<file path="src/rtl/tone_player.sv">
// Square-wave note generator: programmable half-period and duration in ms,
// one note at a time via a start/busy/done handshake, with rest and abort.
module tone_player #(
    parameter int CLK_HZ = 100_000_000,
    parameter int CNT_W  = 18,
    parameter int DUR_W  = 12
) (
    input  logic             clk_100MHz,
    input  logic             i_rst_n,
    input  logic             i_start,
    input  logic [CNT_W-1:0] i_half_period,
    input  logic [DUR_W-1:0] i_dur_ms,
    input  logic             i_rest,
    input  logic             i_stop,
    output logic             o_busy,
    output logic             o_done,
    output logic             o_tone
);
    localparam int MS_DIV = CLK_HZ / 1000;
    localparam int PRE_W  = $clog2(MS_DIV);
    localparam logic [PRE_W-1:0] PRE_MAX = PRE_W'(MS_DIV - 1);

    typedef enum logic {IDLE, PLAY} state_t;

    state_t           state;
    logic [CNT_W-1:0] hp_q;
    logic [CNT_W-1:0] tone_cnt;
    logic [DUR_W-1:0] rem_ms;
    logic [PRE_W-1:0] pre_cnt;
    logic             rest_q;
    logic             ms_tick;
    logic             last_ms;

    assign ms_tick = (pre_cnt == PRE_MAX);
    assign last_ms = (rem_ms == DUR_W'(1));

    always_ff @(posedge clk_100MHz or negedge i_rst_n) begin
        if (!i_rst_n) begin
            state    <= IDLE;
            hp_q     <= '0;
            tone_cnt <= '0;
            rem_ms   <= '0;
            pre_cnt  <= '0;
            rest_q   <= 1'b0;
            o_busy   <= 1'b0;
            o_done   <= 1'b0;
            o_tone   <= 1'b0;
        end else begin
            o_done <= 1'b0;
            case (state)
                IDLE: begin
                    if (i_start) begin
                        hp_q     <= i_half_period;
                        rest_q   <= i_rest;
                        rem_ms   <= i_dur_ms;
                        tone_cnt <= '0;
                        pre_cnt  <= '0;
                        o_tone   <= 1'b0;
                        // A zero-length note completes immediately without going busy
                        if (i_dur_ms != '0) begin
                            state  <= PLAY;
                            o_busy <= 1'b1;
                        end else begin
                            o_done <= 1'b1;
                        end
                    end
                end
                PLAY: begin
                    if (i_stop) begin
                        state  <= IDLE;
                        o_busy <= 1'b0;
                        o_tone <= 1'b0;
                    end else if (ms_tick && last_ms) begin
                        state  <= IDLE;
                        o_busy <= 1'b0;
                        o_tone <= 1'b0;
                        o_done <= 1'b1;
                    end else begin
                        // Compare before increment so hp = 2^CNT_W-1 never overflows
                        if (tone_cnt == hp_q) begin
                            tone_cnt <= '0;
                            if (!rest_q)
                                o_tone <= ~o_tone;
                        end else begin
                            tone_cnt <= tone_cnt + CNT_W'(1);
                        end
                        if (ms_tick) begin
                            pre_cnt <= '0;
                            rem_ms  <= rem_ms - DUR_W'(1);
                        end else begin
                            pre_cnt <= pre_cnt + PRE_W'(1);
                        end
                    end
                end
                default: state <= IDLE;
            endcase
        end
    end
endmodule

</file>
<file path="config.mk">
export PLATFORM = sky130hd
export DESIGN_NAME = tone_player
export DESIGN_NICKNAME = d
export VERILOG_FILES = /design/src/rtl/tone_player.sv
export SDC_FILE = /design/constraint.sdc
export NUM_CORES = 1
export LEC_CHECK = 0
export CAP_MARGIN = 15
export CORE_MARGIN = 4
export CORE_UTILIZATION = 45
export DETAILED_ROUTE_END_ITERATION = 12
export GPL_TIMING_DRIVEN = 0
export PLACE_DENSITY = 0.74
export RECOVER_POWER = 100
export SLEW_MARGIN = 20
export SYNTH_ARGS = -nofsm -noshare
export SYNTH_HDL_FRONTEND = slang
export SYNTH_SLANG_ARGS = --single-unit
</file>
<file path="constraint.sdc">
create_clock -name clk_100MHz -period 2.8 [get_ports clk_100MHz]
set_input_delay 0.56 -clock clk_100MHz [delete_from_list [all_inputs] [get_ports clk_100MHz]]
set_output_delay 0.56 -clock clk_100MHz [all_outputs]
set_load 0.03 [all_outputs]
</file>
* After elaboration in Yosys (flattened, before gate mapping) *
Cells that the tools add are included.

word-level totals
  register bits = 70
  input bits = 35
  output and inout port bits = 3
  word-level logic and storage cells = 68

cells by class
  reductions and logical operators = 7
  $add $sub $neg = 3
  bitwise logic cells = 2
  mux-type cells = 36
  equal/unequal tests = 11

operator list
  cell                                                                     count
  18-bit two-way mux                                                       4
  17-bit two-way mux                                                       4
  12-bit two-way mux                                                       4
  18-bit one-hot mux with 2 select lines                                   1
  17-bit one-hot mux with 2 select lines                                   1
  12-bit one-hot mux with 2 select lines                                   1
  18-bit by 1-bit adder with 18-bit output (second input constant)         1
  18-bit equality test                                                     1
  17-bit by 1-bit adder with 17-bit output (second input constant)         1
  17-bit equality test (second input constant)                             1
  1-bit two-way mux                                                        17
  12-bit by 1-bit equality test with 1-bit output (second input constant)  1
  12-bit nonzero test                                                      1
  12-bit by 1-bit subtractor with 12-bit output (second input constant)    1
  3-bit AND reduction                                                      3
  2-bit != test (second input constant)                                    4
  1-bit one-hot mux with 2 select lines                                    4
  4-bit by 2-bit != test with 1-bit output (second input constant)         1
  4-bit by 3-bit != test with 1-bit output (second input constant)         1
  4-bit AND reduction                                                      1
  3-bit by 2-bit != test with 1-bit output (second input constant)         1
  2-bit by 1-bit != test with 1-bit output (second input constant)         1
  1-bit inverter                                                           2
  2-bit AND reduction                                                      1
  1-bit logical AND                                                        1

* Logic depth before layout (Yosys ltp) *
  depth in word-level cells = 6
  gate-level depth with buffers = 10
  mapped depth without buffers = 8

* Worst setup path after synthesis *
Ideal clock, no wire load.

  path kind = reg2reg
  from = reg pre_cnt[0]
  to = reg pre_cnt[10]
  setup slack = 0.794 ns
  arrival time = 1.874 ns
  cell stages (with the launch flop) = 9
  period minus slack after synthesis = 2.006 ns
  buffers on the path = 1
  data required time = 2.668 ns
  setup time = 0.132 ns
  cells stage by stage = dfrtp_1 > ha_1 > and4_1 > and4_1 > a31o_2 > buf_4 > nor4_1 > xnor2_1 > nor2_1

between the ends
  word-level cells in the longest chain between the ends = 5
  elaborated cells between the ends (all ways) = 9
  those cells by class = add/sub (1); eq/ne (2); mux (4); reduce/logical (2)

RTL lines
  element                                                                                  RTL line  source
  from (decl)                                                                              29        logic [PRE_W-1:0] pre_cnt;
  from (signal assigned)                                                                   91        pre_cnt <= pre_cnt + PRE_W'(1);
  17-bit by 1-bit adder with 17-bit output / 17-bit equality test (equally long branches)  91, 34
  17-bit two-way mux                                                                       87        if (ms_tick) begin
  17-bit two-way mux                                                                       73        end else if (ms_tick && last_ms) begin
  17-bit two-way mux                                                                       69        if (i_stop) begin
  17-bit one-hot mux with 2 select lines                                                   50        case (state)

Several ways; a longest one is shown, not always the timed one. The select of a mux whose other input is x is not followed.
A chain may end at the register's enable or synchronous reset.

* Worst setup path in the final report *
  from = in i_start
  to = reg tone_cnt[16]

between the ends
  word-level cells in the longest chain between the ends = 2

RTL lines
  element                        RTL line  source
  from (decl)                    10        input logic i_start,
  2-bit != test (no line)        n/a
  3-bit AND reduction (no line)  n/a
  to (signal assigned)           85        tone_cnt <= tone_cnt + CNT_W'(1);
  to (decl)                      27        logic [CNT_W-1:0] tone_cnt;

Every way passes these cells.

==> flow_summary.ini <==
[status]
status = finished, violations left
violations = capacitance limit, slew limit

[cts]
clockBufferDepth = 2
clk_latency_ns = 0.36
htreeDepth = 3
post_cts_buffers = 0
cts_tree = done
cts_hold_buf = 0
cts_buffers = 9
clk_pin_slew_worst_paths_ns = 0.08
root_buffer = clkbuf_8
cts_resized = 0
clock_sinks = 70

[routing]
drt_iter0_drc = 249
drc_errors = 0
ant_nets = 0
dr.pass1.iters = 7
wl_mm = 10.12
wl_per_cell_um = 16.84
vias_per_cell = 5.889
vias = 3539

[synth]
netlist_top_cells_area = dfrtp_1 45%, nand2_1 9.8%, xnor2_1 4.7%
ys_types = 64
synth_seq_cells = 70
async_flop_share_pct = 100.0
seq_area_frac_synth_pct = 44.90
synth_top_area_share_pct = 44.90
ys.flop_type = dfrtp_1
syn_inst = 442
avgSynthCellArea_sq_um = 8.826
ys.warnings.count = 0
synth_edf_count = 0
netlist_area_sq_um = 3901
yosysTopAreaCell = dfrtp_1
synth_fp_nets = 481

[timing]
post-route-min-period_ns = 2.626
setup_viol = 0
rsz0062_at_grt = false
worst_pin_slew_ns = 2.006
fin_tns_setup_ns = 0
post-route-period-util_pct = 93.80
report.final.slew_viol_count = 36
relSlewSlack_pct = -33.71
finClkSkew_ns = 0.008801
clock.fmax_mhz = 380.7
hold_viol_final = 0

[critical_path]
end_kind = flop
cp_slowest_cell = dlygate4sd3_1
crit_start = i_start
crit_path_max_fanout = 10
crit_top_cell = nor2_1
cp_num_buf_inv = 3
slowest_delay_ns = 0.67
reg2reg_from = rem_ms[1]
path_class = in -> reg
worstPathArrival_ns = 2.88
path_cells = dlygate4sd3_1, nor2b_1, buf_4, nor2_1, a31oi_1, clkbuf_2, nand4_1, xor2_1, nor2_1
crit_family = buffers and inverters
crit_required_ns = 3.05
critPathLaunchType = input pin

[grt]
grt_pass1_wl_mm = 16.70
met1_usage_pct = 28.28
grt_pass1_vias = 3418
grt_antenna_before_repair = 0
grt_use_met3_pct = 4.221
use_met2_pct = 32.19
gr-total-overflow = 0
grt_max_degree = 37
grt-busiest-layer = met2
grtUsageTotal_pct = 20.81

[power]
ir_drop_mv = 0.2469
p_leak_nw = 1.921
p_per_area_nw_per_um2 = 630.1

[placed_design]
post-dp-hpwl_mm = 7.298
portBuffers = 37
place_inst = 585
place.gp.congestion = 0.9067

[cells_and_area]
diodes = 0
nets = 530
syn2layout_area_growth_pct = 18.92
fin_util_pct = 55.63
layout-drive-gt1-share_pct = 7.661
fin_cells = 601

[hold_path]
worstHoldPathType = reg -> reg
hold_start = rest_q

[floorplan]
die_y_um = 101.1
placementRows = 33
initial_core_util_pct = 46.77
die_x_um = 101.1
core_area_sq_um = 8341
ios = 38
dieArea_sq_um = 10220

[flow_run]
max-cap-violations = 1
[routing by layer]
layer | wire length (um) | vias up
li1 | - | 1663
met5 | 0 | -
met1 | 4534 | 1689
met3 | 683 | 32
met2 | 4636 | 155
met4 | 265 | 0
[Yosys cell counts, types with 3 or more instances]
library cell	count
o22ai_1	5
and4_1	4
and3_1	6
buf_6	3
dfrtp_1	70
nor2_1	39
a21oi_1	14
nor4_1	16
xnor2_1	21
clkbuf_1	6
nand2_1	102
nor3_1	12
nand4_1	14
inv_1	6
ha_1	4
a32oi_1	3
o21ai_0	14
xor2_1	19
a31oi_1	5
buf_2	5
nand3_1	17
o31ai_1	3
[power by group]
| part | leakage, nW | switching (W) | internal, W |
|---|---|---|---|
| Clock | 0.119 | 0.000412 | 0.000578 |
| Sequential | 0.900 | 0.000162 | 0.00115 |
| Combinational | 0.901 | 0.000353 | 0.000264 |
| Total | 1.92 | 0.000927 | 0.00200 |
[sequential cells by signal, indices dropped and copies added (netlist names)]
register / count
state: 1
hp_q: 18
o_tone: 1
o_done: 1
pre_cnt: 17
tone_cnt: 18
rest_q: 1
o_busy: 1
rem_ms: 12
[path summary, 6_finish.rpt]
| path | end | cells past startpoint | slack [ns] |
|---|---|---|---|
| max | tone_cnt[16] | 9 | 0.17 |
| min | rest_q | 2 | 0.49 |
| max in group asynchronous | hp_q[5] | 1 | 0.89 |
| min in group asynchronous | pre_cnt[13] | 1 | 0.76 |
| min reg2reg | rest_q | 2 | 0.49 |
| max reg2reg | tone_cnt[15] | 7 | 0.25 |
[worst min-delay path, stage by stage, from the launching register on]
cell	delay, ns
dfrtp_1	0.36
nand2_1	0.05
nand2_1	0.05
[kinds of logic after synthesis]
kind of cell | synth area share (%)
AND/OR/NAND/NOR | 28.93
AO/OA/AOI/OAI | 12.32
flip-flops | 44.90
XOR/XNOR | 8.980
buffers and inverters | 3.335
adder cells (fa/ha/maj) | 1.283
multiplexers | 0.2566
[layout by cell type, fill, tap and decap left out, types with 3 or more instances in the layout]
master	Yosys	layout
nand2_1	102	103
dfrtp_1	70	70
nor2_1	39	39
clkdlybuf4s50_1	0	32
xnor2_1	21	21
xor2_1	19	19
nand3_1	17	17
nor4_1	16	16
nand4_1	14	15
o21ai_0	14	15
a21oi_1	14	15
nor3_1	12	13
clkbuf_8	0	12
clkbuf_1	6	10
inv_1	6	6
and3_1	6	6
o22ai_1	5	5
a31oi_1	5	5
and4_1	4	4
ha_1	4	4
dlygate4sd3_1	0	4
buf_2	5	3
buf_6	3	3
a32oi_1	3	3
o31ai_1	3	3
[stage by stage]
stage	hold WS, ns	worst slack, ns	instance area, sq um	power (W)
floorplan	0.2644	0.7939	3901	0.001704
global placement	0.4700	-1.252	4403	0.001910
detailed placement	0.4761	-0.07960	4420	0.001941
CTS	0.1707	0.2967	4662	0.002931
global route	0.5202	0.05005	4639	0.003071
finish	0.4933	0.1736	4639	0.002923
[layout make-up]
| cell class | instances | area, sq um |
|---|---|---|
| Buffer | 18 | 102.6 |
| Clock buffer | 12 | 165.2 |
| Clock inverter | 4 | 76.32 |
| Fill cell | 738 | 3701 |
| Inverter | 7 | 26.28 |
| Multi-Input combinational cell | 347 | 2002 |
| Sequential cell | 70 | 1752 |
| Tap cell | 105 | 131.4 |
| Timing Repair Buffer | 38 | 384.1 |
No activity file was read; power rests on OpenSTA's default activity.
